==> src/rtl/vga_timing_pkg.sv <==
// VGA 640x480@60 timing constants and coordinate type.
// Shared by the sync generator and its users.
package vga_timing_pkg;

  localparam int CLK_DIV   = 4;
  localparam int H_DISPLAY = 640;
  localparam int H_FRONT   = 16;
  localparam int H_SYNC    = 96;
  localparam int H_BACK    = 48;
  localparam int V_DISPLAY = 480;
  localparam int V_FRONT   = 10;
  localparam int V_SYNC    = 2;
  localparam int V_BACK    = 33;

  localparam int H_TOTAL  = H_DISPLAY + H_FRONT + H_SYNC + H_BACK;
  localparam int V_TOTAL  = V_DISPLAY + V_FRONT + V_SYNC + V_BACK;
  localparam int HS_START = H_DISPLAY + H_FRONT;
  localparam int HS_END   = HS_START + H_SYNC;
  localparam int VS_START = V_DISPLAY + V_FRONT;
  localparam int VS_END   = VS_START + V_SYNC;

  typedef logic [9:0] coord_t;

endpackage

==> src/rtl/clk_tick_div.sv <==
// Free-running divider producing a one-clock tick
// every DIV system clocks.
module clk_tick_div #(
  parameter int DIV = 4
) (
  input  logic clk,
  input  logic reset,
  output logic tick
);

  localparam int W = (DIV > 1) ? $clog2(DIV) : 1;
  localparam logic [W-1:0] LAST = W'(DIV - 1);

  logic [W-1:0] cnt;

  // Count 0..DIV-1 and wrap.
  always_ff @(posedge clk or posedge reset) begin
    if (reset)
      cnt <= '0;
    else if (cnt == LAST)
      cnt <= '0;
    else
      cnt <= cnt + 1'b1;
  end

  assign tick = (cnt == LAST);

endmodule

==> src/rtl/vga_sync_gen.sv <==
// VGA timing generator: pixel enable, x/y, syncs, video_on.
// frame_tick is generated only when VGA_FRAME_TICK_EN is defined.
module vga_sync_gen
  import vga_timing_pkg::*;
#(
  parameter int CLK_DIV   = vga_timing_pkg::CLK_DIV,
  parameter int H_DISPLAY = vga_timing_pkg::H_DISPLAY,
  parameter int H_FRONT   = vga_timing_pkg::H_FRONT,
  parameter int H_SYNC    = vga_timing_pkg::H_SYNC,
  parameter int H_BACK    = vga_timing_pkg::H_BACK,
  parameter int V_DISPLAY = vga_timing_pkg::V_DISPLAY,
  parameter int V_FRONT   = vga_timing_pkg::V_FRONT,
  parameter int V_SYNC    = vga_timing_pkg::V_SYNC,
  parameter int V_BACK    = vga_timing_pkg::V_BACK
) (
  input  logic       clk,
  input  logic       reset,
  output logic       pixel_tick,
  output logic [9:0] x,
  output logic [9:0] y,
  output logic       hsync,
  output logic       vsync,
  output logic       video_on,
  output logic       frame_tick
);

  localparam int HT = H_DISPLAY + H_FRONT + H_SYNC + H_BACK;
  localparam int VT = V_DISPLAY + V_FRONT + V_SYNC + V_BACK;

  localparam coord_t X_LAST = coord_t'(HT - 1);
  localparam coord_t Y_LAST = coord_t'(VT - 1);
  localparam coord_t X_DISP = coord_t'(H_DISPLAY);
  localparam coord_t Y_DISP = coord_t'(V_DISPLAY);
  localparam coord_t HS_S   = coord_t'(H_DISPLAY + H_FRONT);
  localparam coord_t HS_E   = coord_t'(H_DISPLAY + H_FRONT + H_SYNC);
  localparam coord_t VS_S   = coord_t'(V_DISPLAY + V_FRONT);
  localparam coord_t VS_E   = coord_t'(V_DISPLAY + V_FRONT + V_SYNC);

  coord_t x_next;
  coord_t y_next;

  clk_tick_div #(
    .DIV (CLK_DIV)
  ) u_div (
    .clk   (clk),
    .reset (reset),
    .tick  (pixel_tick)
  );

  // Next coordinates: advance one pixel per tick, wrap line/frame.
  always_comb begin
    x_next = x;
    y_next = y;
    if (pixel_tick) begin
      if (x == X_LAST) begin
        x_next = '0;
        y_next = (y == Y_LAST) ? '0 : y + 10'd1;
      end else begin
        x_next = x + 10'd1;
      end
    end
  end

  // Coordinates and syncs register together so they never skew.
  always_ff @(posedge clk or posedge reset) begin
    if (reset) begin
      x        <= '0;
      y        <= '0;
      hsync    <= 1'b1;
      vsync    <= 1'b1;
      video_on <= 1'b1;
    end else begin
      x        <= x_next;
      y        <= y_next;
      hsync    <= !((x_next >= HS_S) && (x_next < HS_E));
      vsync    <= !((y_next >= VS_S) && (y_next < VS_E));
      video_on <= (x_next < X_DISP) && (y_next < Y_DISP);
    end
  end

`ifdef VGA_FRAME_TICK_EN
  assign frame_tick = pixel_tick && (x == X_LAST) && (y == Y_LAST);
`else
  assign frame_tick = 1'b0;
`endif

endmodule

==> config.mk <==
export PLATFORM = sky130hd
export DESIGN_NAME = vga_sync_gen
export DESIGN_NICKNAME = d
export VERILOG_FILES = /design/src/rtl/vga_timing_pkg.sv /design/src/rtl/clk_tick_div.sv /design/src/rtl/vga_sync_gen.sv
export SDC_FILE = /design/constraint.sdc
export NUM_CORES = 1
export LEC_CHECK = 0
export ABC_AREA = 1
export ABC_CLOCK_PERIOD_IN_PS = 1600
export BUFFER_PORTS_ARGS = -buffer_cell sky130_fd_sc_hd__buf_2
export CAP_MARGIN = 20
export CORE_ASPECT_RATIO = 2
export CORE_MARGIN = 5
export CORE_UTILIZATION = 50
export CTS_CLUSTER_SIZE = 16
export DETAILED_ROUTE_END_ITERATION = 6
export PLACE_DENSITY = 0.75
export SKIP_LAST_GASP = 1
export SYNTH_ARGS = -nofsm -noshare
export SYNTH_HDL_FRONTEND = slang
export SYNTH_HIERARCHICAL = 1
export SYNTH_SLANG_ARGS = --single-unit
export TNS_END_PERCENT = 1
==> constraint.sdc <==
create_clock -name clk -period 1.6 [get_ports clk]
set_clock_uncertainty 0.05 [all_clocks]
set_input_delay 0.32 -clock clk [delete_from_list [all_inputs] [get_ports clk]]
set_output_delay 0.32 -clock clk [all_outputs]
set_load 0.05 [all_outputs]
### After elaboration in Yosys (flattened, before gate mapping)

Index checks and enable logic that the tools add are counted.

| word-level totals | value |
|---|---|
| register bits | 25 |
| input port bits | 2 |
| output and inout port bits | 25 |
| word-level logic and storage cells | 29 |

| operators by class | value |
|---|---|
| add/subtract/negate cells | 3 |
| magnitude comparators | 6 |
| eq/ne operators | 3 |
| muxes and demuxes | 6 |
| reductions and logical operators | 5 |

Operators with widths:

| cell | number |
|---|---|
| $mux 10 | 5 |
| $add 10x1->10 const B | 2 |
| $eq 10x10->1 const B | 2 |
| $lt 10x10->1 const B | 2 |
| $lt 10x9->1 const B | 2 |
| $ge 10x10->1 const B | 1 |
| $ge 10x9->1 const B | 1 |
| $logic_and 1x1->1 | 3 |
| $add 2x1->2 const B | 1 |
| $eq 2x2->1 const B | 1 |
| $logic_not 1->1 | 2 |
| $mux 2 | 1 |

### Depth between registers and ports, before layout

Gate-level depths: netlist (run 1).

| depth | value |
|---|---|
| word-level depth | 7 |
| gate-level depth with buffers | 12 |
| gate-level depth less buffers | 12 |

### Modules after synthesis

The synthesis (run 1) kept the hierarchy.

Modules (own cells, without submodules):

| module | times used | cells an instance | area each (µm²) | seq. area each (µm²) |
|---|---|---|---|---|
| vga_sync_gen | 1 | 209 | 1487.7 | 579.3 |
| clk_tick_div | 1 | 5 | 70.1 | 50.0 |

### Least setup slack after synthesis (run 1)

OpenSTA, ideal clock, no wires.

| timing path | value |
|---|---|
| path kind | register to register |
| start | register u_div.cnt[0] |
| end | register video_on |
| setup time | 0.076 ns |
| arrival | 1.893 ns |
| required time | 1.474 ns |
| path slack | -0.418 ns |
| stages on the path, launching flop included | 11 |
| buffers on the path | 0 |
| clock period less this slack | 2.018 ns |
| cell sequence | dfrtp_1 -> ha_1 -> nand2_1 -> nor3_4 -> nand3_2 -> nor2_1 -> nand2_1 -> o21ai_1 -> nand3_1 -> nor2_1 -> nor2_1 |

| on the way | value |
|---|---|
| cells in the longest elaborated chain, start to end | 4 |
| elaborated cells on any way between the ends | 6 |
| those cells by class | order compare: 2; eq/ne: 1; mux: 2; reduce/logical: 1 |

Ends and longest elaborated chain:

| element | RTL line | RTL |
|---|---|---|
| from (decl) | clk_tick_div.sv:14 | `logic [W-1:0] cnt;` |
| from (signal assigned) | clk_tick_div.sv:23 | `cnt <= cnt + 1'b1;` |
| $eq 2x2->1 (*) | clk_tick_div.sv:26 | `assign tick = (cnt == LAST);` |
| via pixel_tick | vga_sync_gen.sv:18 | `output logic pixel_tick,` |
| $mux 10 | vga_sync_gen.sv:54 | `if (pixel_tick) begin` |
| $lt 10x10->1 or $lt 10x9->1 (tied branches) | vga_sync_gen.sv:77 | `video_on <= (x_next < X_DISP) && (y_next < Y_DISP);` |
| $logic_and 1x1->1 (*) | vga_sync_gen.sv:77 |  |
| to (signal assigned) | vga_sync_gen.sv:77 |  |
| to (decl) | vga_sync_gen.sv:23 | `output logic video_on,` |

The timed path passes the listed nets; every way through them passes the cells marked *.

### Worst setup path after layout (run 1)

| timing path | value |
|---|---|
| start | register x[1] |
| end | register video_on |

| on the way | value |
|---|---|
| cells in the longest elaborated chain, start to end | 5 |
| elaborated cells on any way between the ends | 9 |
| those cells by class | add/sub: 1; order compare: 2; eq/ne: 1; mux: 4; reduce/logical: 1 |

Ends and longest elaborated chain:

| element | RTL line | RTL |
|---|---|---|
| from (decl) | vga_sync_gen.sv:19 | `output logic [9:0] x,` |
| from (signal assigned) | vga_sync_gen.sv:73 | `x <= x_next;` |
| $add 10x1->10 or $eq 10x10->1 (tied branches) | vga_sync_gen.sv:59, vga_sync_gen.sv:55 |  |
| $mux 10 | vga_sync_gen.sv:55 | `if (x == X_LAST) begin` |
| $mux 10 | vga_sync_gen.sv:54 |  |
| $lt 10x10->1 or $lt 10x9->1 (tied branches) | vga_sync_gen.sv:77 |  |
| $logic_and 1x1->1 (*) | vga_sync_gen.sv:77 |  |

Mark *: on every way between the ends. The rest lies on a longest branch, timed or not.

==> results_dict.tcl, run 1 <==
set metrics [dict create \
    status "complete, but fails checks" \
    violations "negative setup slack" \
    yosysTopAreaCell "dfrtp_1" \
    synth_area_sq_um 1558 \
    cap_violations 0 \
    ant_nets 0 \
    gp_congestion 0.8783 \
    place_inst 288 \
    ys_ff_latch 25 \
    die_area_sq_um 4400 \
    grt_pass1_wl_um 6858 \
    row_count 28 \
    coreArea_sq_um 2978 \
    fmax_mhz 558.3 \
    end_kind "flip-flop" \
    wirelength_um 4185 \
    routed_via_density 5.168 \
    layout_setup_ws_ns -0.1912 \
    maxSlewViolCount 0 \
    worst_setup_path_start_kind "flip-flop" \
    synth_edf_count 0 \
    hold_viol 0 \
    cp_data_required_time_ns 1.76 \
    post-route-min-period_ns 1.791 \
    io_pins 27 \
    wl_per_cell_um 13.77 \
    synth_top_area_frac 0.3534 \
    vias 1571 \
    ys_types 30 \
    grt_overflow 0 \
    holdCritPathClass "input pin to asynchronous set/reset pin" \
    layout_common_cells "inv_1 (43), nand2_1 (43), buf_4 (30)" \
    port_buffers 25 \
    clock_latency_ns 0.27 \
    netlist_instances 214 \
    grtUsageTotal 0.2008 \
    cp_max_fo 4 \
    clock_path_buffers 2 \
    cts_tree "built" \
    drive_gt1_frac 0.4489 \
    place_ws_ns -0.1746 \
    regArea_sq_um 648.1 \
    multi_input_area_sq_um 802.0 \
    fin_cells 304 \
    syn_avg_cell_area_sq_um 7.279 \
    grt_pass1_vias 1662 \
    tns_ns -0.9324 \
    power_density_nw_per_um2 480.4 \
    hold_ws_ns 0.4068 \
    layout.nets 281 \
    h-tree-depth 1 \
    grt_antenna_before_repair 0 \
    cp.arrival_ns 1.95 \
    rsz0062_at_grt "yes" \
    clk_pin_slew_ns 0.09 \
    drc 0 \
    setup_violations 7 \
    die_h_um 88.94 \
    tritoncts.num_buffers 3 \
    post-route-util 0.7269 \
    p_leak_nw 1.166 \
    critical_path_class "flip-flop to flip-flop" \
    synthToLayoutAreaGrowth_pct 38.96 \
    dp_hpwl_um 3026 \
    root_buffer "clkbuf_8" \
    clock_sinks 25 \
    fillers 237 \
    ys_warn_count 6 \
    first_iter_violations 27 \
    synth_fp_nets 220 \
    initial_core_util 0.5231 \
    ir_drop_mv 0.4147 \
    yosysSeqAreaShare 0.4040 \
    grt_max_degree 24 \
    drtPass1Iterations 4 \
    die-width_um 49.47 \
    synth_area_leaders "dfrtp_1 (35%), inv_1 (12%), nand2_1 (12%)" \
    diodes 0 \
    synthFlopType "dfrtp_1" \
    fin_crit_sh 1.119 \
    async_flop_share 1.000 \
]
[sequential cells by signal (all words and copies together), names as in the netlist]
signal	count
x	10
hsync	1
video_on	1
u_div/cnt	2
vsync	1
y	10
[cell usage after synthesis, types with 2 or more instances]
cell	count
inv_1	49
inv_2	3
a21oi_1	2
nand4_1	10
nor2_2	5
o21ai_1	2
dfstp_2	3
nand2_2	3
nand2_1	48
nand3_1	14
o21ai_0	8
nand3_2	3
dfrtp_1	22
nor2_1	23
ha_1	4
[area by class of cell]
cell class                      instances  share of cell area
Multi-Input combinational cell        133              0.3705
Sequential cell                        25              0.2994
Timing Repair Buffer                   59              0.1931
Inverter                               53             0.09884
Clock buffer                            4             0.02081
Tap cell                               30             0.01734
[worst max-delay path, cell delays in order (launching register included)]
cell	delay, ns
dfrtp_2	0.40
ha_4	0.18
buf_6	0.10
nand2_4	0.05
nor2_4	0.13
nand3_2	0.12
nor2_2	0.14
nand4_1	0.16
a21oi_2	0.20
nand2_2	0.08
nand2_2	0.07
nor2_2	0.04
[power by group]
| group | switching, mW | total, mW | internal, mW | leakage (nW) |
|---|---|---|---|---|
| Combinational | 0.0190 | 0.0235 | 0.00447 | 0.841 |
| Sequential | 0 | 0.631 | 0.631 | 0.302 |
| Clock | 0.206 | 0.385 | 0.178 | 0.0228 |
| Total | 0.225 | 1.04 | 0.814 | 1.17 |
[per-stage QoR]
| step | area, sq um | power [mW] |
|---|---|---|
| floorplan | 1622 | 0.6602 |
| global placement | 1922 | 0.6656 |
| detailed placement | 1922 | 0.6660 |
| CTS | 2095 | 1.043 |
| global route | 2165 | 1.079 |
| finish | 2165 | 1.040 |
[path summary, 6_finish.rpt]
| path | from | end | slack, ns | cells past startpoint |
|---|---|---|---|---|
| setup reg to reg | x[1]$_DFF_PP0_ | video_on$_DFF_PP1_ | -0.19 | 11 |
| max in group asynchronous | reset | video_on$_DFF_PP1_ | 0.62 | 4 |
| hold reg to reg | u_div/cnt[0]$_DFF_PP0_ | u_div/cnt[0]$_DFF_PP0_ | 0.43 | 1 |
| min in group clk | u_div/cnt[0]$_DFF_PP0_ | u_div/cnt[0]$_DFF_PP0_ | 0.43 | 1 |
| hold / removal | reset | u_div/cnt[0]$_DFF_PP0_ | 0.41 | 3 |
| setup / recovery | x[1]$_DFF_PP0_ | video_on$_DFF_PP1_ | -0.19 | 11 |
[kinds of logic (layout without fill, tap and decap cells)]
group                    after synthesis  count (layout)  synth area share
adder cells (fa/ha/maj)                4               4           0.03213
flip-flops                            25              25            0.4040
AO/OA/AOI/OAI                         15              15           0.05302
other                                  1               1          0.002407
AND/OR/NAND/NOR                      111             111            0.3510
XOR/XNOR                               2               2           0.01125
buffers and inverters                 56             116            0.1462
[repair_timing]
item / in CTS / in global routing
buffers inserted: 8 / 3
endpoints found under the setup margin: 5 / 11
pin swaps: 12 / 18
endpoints found under the hold margin: 2 / 0
hold buffers: 1 / 0
gates resized for setup: 8 / 18
[layer usage]
layer / global-route usage / vias up / routed length, um / share of wire
met5: 0 / - / 0 / 0
met4: 0.1169 / 0 / 166 / 0.040
met3: 0.02504 / 16 / 137 / 0.033
met2: 0.3995 / 40 / 2456 / 0.59
met1: 0.1883 / 746 / 1424 / 0.34
li1: - / 769 / - / -
(Power assumes the default switching activity.)
==> inputs of run 2 (changes only) <==
--- a/config.mk
+++ b/config.mk
@@ -15,6 +15,7 @@
 export CTS_CLUSTER_SIZE = 16
 export DETAILED_ROUTE_END_ITERATION = 6
 export PLACE_DENSITY = 0.75
+export RECOVER_POWER = 25
 export SKIP_LAST_GASP = 1
 export SYNTH_ARGS = -nofsm -noshare
 export SYNTH_HDL_FRONTEND = slang
==> constraint.sdc (replaced) <==
create_clock -name clk -period 1.6 [get_ports clk]
set_clock_uncertainty 0.05 [all_clocks]
set_input_delay 0.16 -clock clk [delete_from_list [all_inputs] [get_ports clk]]
set_output_delay 0.16 -clock clk [all_outputs]
set_load 0.05 [all_outputs]
==> results_dict.tcl, run 2 (synthesis results as in run 1) <==
set metrics [dict create \
    diodes 0 \
    die_area_sq_um 4400 \
    reg_top3 "x (10), y (10), u_div/cnt (2)" \
    grt_max_degree 24 \
    drc 0 \
    holdCritPathClass "input pin to asynchronous set/reset pin" \
    clk_pin_slew_ns 0.09 \
    routed_via_density 5.142 \
    first_iter_violations 32 \
    layout.nets 272 \
    p_leak_nw 1.110 \
    wirelength_um 3834 \
    fin_crit_sh 1.068 \
    fmax_mhz 585.1 \
    cp_data_required_time_ns 1.76 \
    cp.arrival_ns 1.87 \
    drive_gt1_frac 0.3774 \
    power_density_nw_per_um2 515.8 \
    startpoint "u_div/cnt[0]$_DFF_PP0_" \
    violations "negative setup slack" \
    hold_viol 0 \
    end_kind "flip-flop" \
    layout_common_cells "inv_1 (47), nand2_1 (47), buf_2 (24)" \
    final_area_sq_um 2006 \
    multi_input_area_sq_um 752.0 \
    dp_hpwl_um 3021 \
    ant_nets 0 \
    grt_overflow 0 \
    status "complete, but fails checks" \
    synthToLayoutAreaGrowth_pct 28.75 \
    grt_pass1_vias 1515 \
    wl_per_cell_um 13.00 \
    clock_path_buffers 2 \
    reg2reg_slack_ns -0.11 \
    fillers 269 \
    row_count 28 \
    relSlewSlack 0.6030 \
    gp_congestion 0.8777 \
    die-width_um 49.47 \
    layout_setup_ws_ns -0.1092 \
    h-tree-depth 1 \
    tightest_slew_ns 0.5954 \
    rsz0062_at_grt "yes" \
    setup_violations 4 \
    cts_tree "built" \
    hold_ws_ns 0.2283 \
    place_area_sq_um 1929 \
    tns_ns -0.2516 \
    clock_latency_ns 0.27 \
    ir_drop_mv 0.4576 \
    grt_pass1_wl_um 6361 \
    regArea_sq_um 648.1 \
    die_h_um 88.94 \
    maxSlewViolCount 0 \
    drtPass1Iterations 4 \
    initial_core_util 0.5231 \
    worst_setup_path_start_kind "flip-flop" \
    cap_violations 0 \
    vias 1517 \
    clock_sinks 25 \
    coreArea_sq_um 2978 \
    critical_path_class "flip-flop to flip-flop" \
    post-route-min-period_ns 1.709 \
    cp_max_fo 13 \
    port_buffers 25 \
    io_pins 27 \
    grt_antenna_before_repair 0 \
    root_buffer "clkbuf_8" \
    grtUsageTotal 0.1842 \
    tritoncts.num_buffers 3 \
    r2r_start "u_div/cnt[0]$_DFF_PP0_" \
]
run 2: cell types whose count changed in the layout (fill, tap and decap cells not counted), moves of 3 or more:
| cell | change |
|---|---|
| buf_4 | -7 |
| inv_1 | +4 |
| nand2_1 | +4 |
| inv_2 | -3 |
| nand3_1 | +3 |
| nand3_2 | -3 |
run 2: metal layers:
layer  vias up  track usage  part of all wire
li1        755            -                 -
met1       712       0.1755              0.34
met2        39       0.3796              0.60
met3        11      0.01336             0.039
met4         0      0.08831             0.024
met5         -            0                 0
run 2: stage by stage:
stage                     setup slack (ns)  instances  power (mW)  utilization
after floorplan                   -0.08227        214      0.6602            -
after global routing               -0.2613        295       1.068       0.6735
after global placement             -0.1205        289      0.6654       0.6479
after CTS                          -0.1276        295       1.040       0.6714
after detailed placement           -0.1787        289      0.6659       0.6479
final                              -0.1092        295       1.034       0.6735
run 2: power breakdown:
group / total, mW / internal (mW) / leakage [nW] / switching, mW
Clock: 0.381 / 0.178 / 0.0228 / 0.203
Combinational: 0.0221 / 0.00328 / 0.785 / 0.0188
Sequential: 0.631 / 0.631 / 0.302 / 0
Total: 1.03 / 0.813 / 1.11 / 0.221
run 2: area by class of cell:
| class | instances | area share |
|---|---|---|
| flip-flops and latches | 25 | 0.3231 |
| clock buffers | 4 | 0.02246 |
| multi-input cells | 133 | 0.3749 |
| well taps | 30 | 0.01871 |
| repair buffers | 50 | 0.1553 |
| inverters | 53 | 0.1054 |
run 2: path summary, 6_finish.rpt:
kind,to,depth (start not counted)
min in group clk,u_div/cnt[0]$_DFF_PP0_,1
worst max-delay path,vsync$_DFF_PP1_,12
max in group asynchronous,x[7]$_DFF_PP0_,4
worst min register to register,u_div/cnt[0]$_DFF_PP0_,1
worst min-delay path,u_div/cnt[1]$_DFF_PP0_,3
worst max register to register,vsync$_DFF_PP1_,12
run 2: what timing repair did:
action / in CTS / in global routing
hold buffers: 1 / 0
pin swaps: 2 / 1
buffers inserted: 1 / 0
endpoints found under the hold margin: 22 / 0
setup endpoints to repair: 4 / 11
gates resized for setup: 1 / 5
cloned: 0 / 0
run 2: critical path, cell delays in order (launching register included):
cell and delay, ns:
dfrtp_1 0.40, ha_4 0.18, inv_1 0.07, nor2_2 0.13, nand3_4 0.14, clkinv_8 0.11, nand2_1 0.07, nand2_1 0.06
nand2_1 0.05, nor2_2 0.11, nand4_1 0.11, nor2_1 0.11, nand2_1 0.06
==> inputs of run 3 (changes only) <==
--- a/config.mk
+++ b/config.mk
@@ -14,7 +14,7 @@
 export CORE_UTILIZATION = 50
 export CTS_CLUSTER_SIZE = 16
 export DETAILED_ROUTE_END_ITERATION = 6
-export PLACE_DENSITY = 0.75
+export PLACE_DENSITY = 0.79
 export RECOVER_POWER = 25
 export SKIP_LAST_GASP = 1
 export SYNTH_ARGS = -nofsm -noshare
==> results_dict.tcl, run 3 (synthesis results as in run 1) <==
set metrics [dict create \
    drive_gt1_frac 0.3858 \
    rsz0062_at_grt "yes" \
    row_count 28 \
    drtPass1Iterations 4 \
    h-tree-depth 1 \
    drc 0 \
    die_h_um 88.94 \
    cp_max_fo 4 \
    end_kind "flip-flop" \
    clock_latency_ns 0.27 \
    layout_commonest_cell "nand2_1" \
    routed_via_density 5.121 \
    cts_tree "built" \
    status "complete, but fails checks" \
    grtUsageTotal 0.1937 \
    layout_setup_ws_ns -0.05734 \
    fmax_mhz 603.4 \
    reg_top3 "x (10), y (10), u_div/cnt (2)" \
    grt_max_degree 24 \
    violations "negative setup slack" \
    fillers 265 \
    relSlewSlack 0.6153 \
    diodes 0 \
    port_buffers 25 \
    io_pins 27 \
    initial_core_util 0.5231 \
    layout.nets 274 \
    first_iter_violations 37 \
    wl_per_cell_um 12.66 \
    grt_pass1_vias 1647 \
    critical_path_class "flip-flop to flip-flop" \
    die_area_sq_um 4400 \
    dp_hpwl_um 3023 \
    ant_nets 0 \
    tightest_slew_ns 0.5770 \
    grt_antenna_before_repair 0 \
    total_power_mw 1.037 \
    p_leak_nw 1.126 \
    ir_drop_mv 0.4978 \
    coreArea_sq_um 2978 \
    wirelength_um 3760 \
    power_density_nw_per_um2 509.6 \
    layout_common_cells "nand2_1 (48), inv_1 (47), buf_2 (24)" \
    hold_ws_ns 0.2226 \
    tritoncts.num_buffers 3 \
    synthToLayoutAreaGrowth_pct 30.60 \
    post-route-min-period_ns 1.657 \
    clk_pin_slew_ns 0.09 \
    grt_pass1_wl_um 6679 \
    die-width_um 49.47 \
    cp_data_required_time_ns 1.76 \
    worst_setup_path_start_kind "flip-flop" \
    setup_violations 3 \
    hold_viol 0 \
    clock_path_buffers 2 \
    cap_violations 0 \
    grt_overflow 0 \
    fin_crit_sh 1.036 \
    cp.arrival_ns 1.82 \
    vias 1521 \
    gp_congestion 0.8849 \
    clock_sinks 25 \
    holdCritPathClass "input pin to asynchronous set/reset pin" \
    root_buffer "clkbuf_8" \
    maxSlewViolCount 0 \
]
[run 3: metrics by stage]
stage                     std cells  setup TNS (ns)    util  instance area, sq um  setup slack, ns
final                           297         -0.1473  0.6832                  2034         -0.05734
after global routing            297          -1.001  0.6832                  2034          -0.2527
after CTS                       297         -0.1582  0.6819                  2031         -0.06021
after detailed placement        290         -0.2074  0.6546                  1949         -0.09592
after global placement          290         -0.1474  0.6546                  1949         -0.07757
after floorplan                 214         -0.2390       -                  1622         -0.08227
[run 3: layer usage]
| metal | share of wire | vias to the layer above | track usage | wire length [um] |
|---|---|---|---|---|
| li1 | - | 759 | - | - |
| met1 | 0.34 | 708 | 0.1727 | 1260 |
| met2 | 0.59 | 40 | 0.3913 | 2210 |
| met3 | 0.039 | 14 | 0.02504 | 145 |
| met4 | 0.038 | 0 | 0.1193 | 142 |
| met5 | 0 | - | 0 | 0 |
[run 3: where the power goes]
group | switching [mW] | internal [mW] | leakage, nW
registers | 0 | 0.631 | 0.302
logic | 0.0183 | 0.00328 | 0.798
clock network | 0.209 | 0.175 | 0.0255
total | 0.227 | 0.809 | 1.13
[run 3: critical path, cell delays in order, from the launching register on]
cell	delay, ns
dfrtp_1	0.40
ha_4	0.18
inv_1	0.07
nor2_2	0.13
nand3_4	0.12
o21bai_1	0.15
nand2_1	0.11
nor3_2	0.21
nand2_2	0.07
nand2_1	0.06
nor2_1	0.04
[run 3: final cells by class]
| class | instances | area [sq um] | area share |
|---|---|---|---|
| timing repair inverter | 1 | 5.005 | 0.002460 |
| tap | 30 | 37.54 | 0.01845 |
| timing repair buffer | 51 | 331.6 | 0.1630 |
| clock inverter | 1 | 5.005 | 0.002460 |
| multi-input combinational | 133 | 762.0 | 0.3745 |
| clock buffer | 3 | 41.29 | 0.02030 |
| inverter | 53 | 203.9 | 0.1002 |
| sequential | 25 | 648.1 | 0.3186 |
[run 3: timing repair]
action                     CTS  global route
hold buffers                 1             0
gates resized for setup      3             3
setup endpoints to repair    3             7
pin swaps                    1             2
gates cloned                 1             0
hold endpoints to repair    22             0
setup buffers                1             0
[run 3: final timing paths]
kind	startpoint	end	slack, ns	cells past startpoint
worst max-delay path	u_div/cnt[0]$_DFF_PP0_	video_on$_DFF_PP1_	-0.06	10
worst min-delay path	reset	u_div/cnt[1]$_DFF_PP0_	0.22	3
worst max register to register	u_div/cnt[0]$_DFF_PP0_	video_on$_DFF_PP1_	-0.06	10
worst min register to register	u_div/cnt[0]$_DFF_PP0_	u_div/cnt[0]$_DFF_PP0_	0.44	1
max in group asynchronous	reset	x[4]$_DFF_PP0_	0.57	4
min in group clk	u_div/cnt[0]$_DFF_PP0_	u_div/cnt[0]$_DFF_PP0_	0.44	1
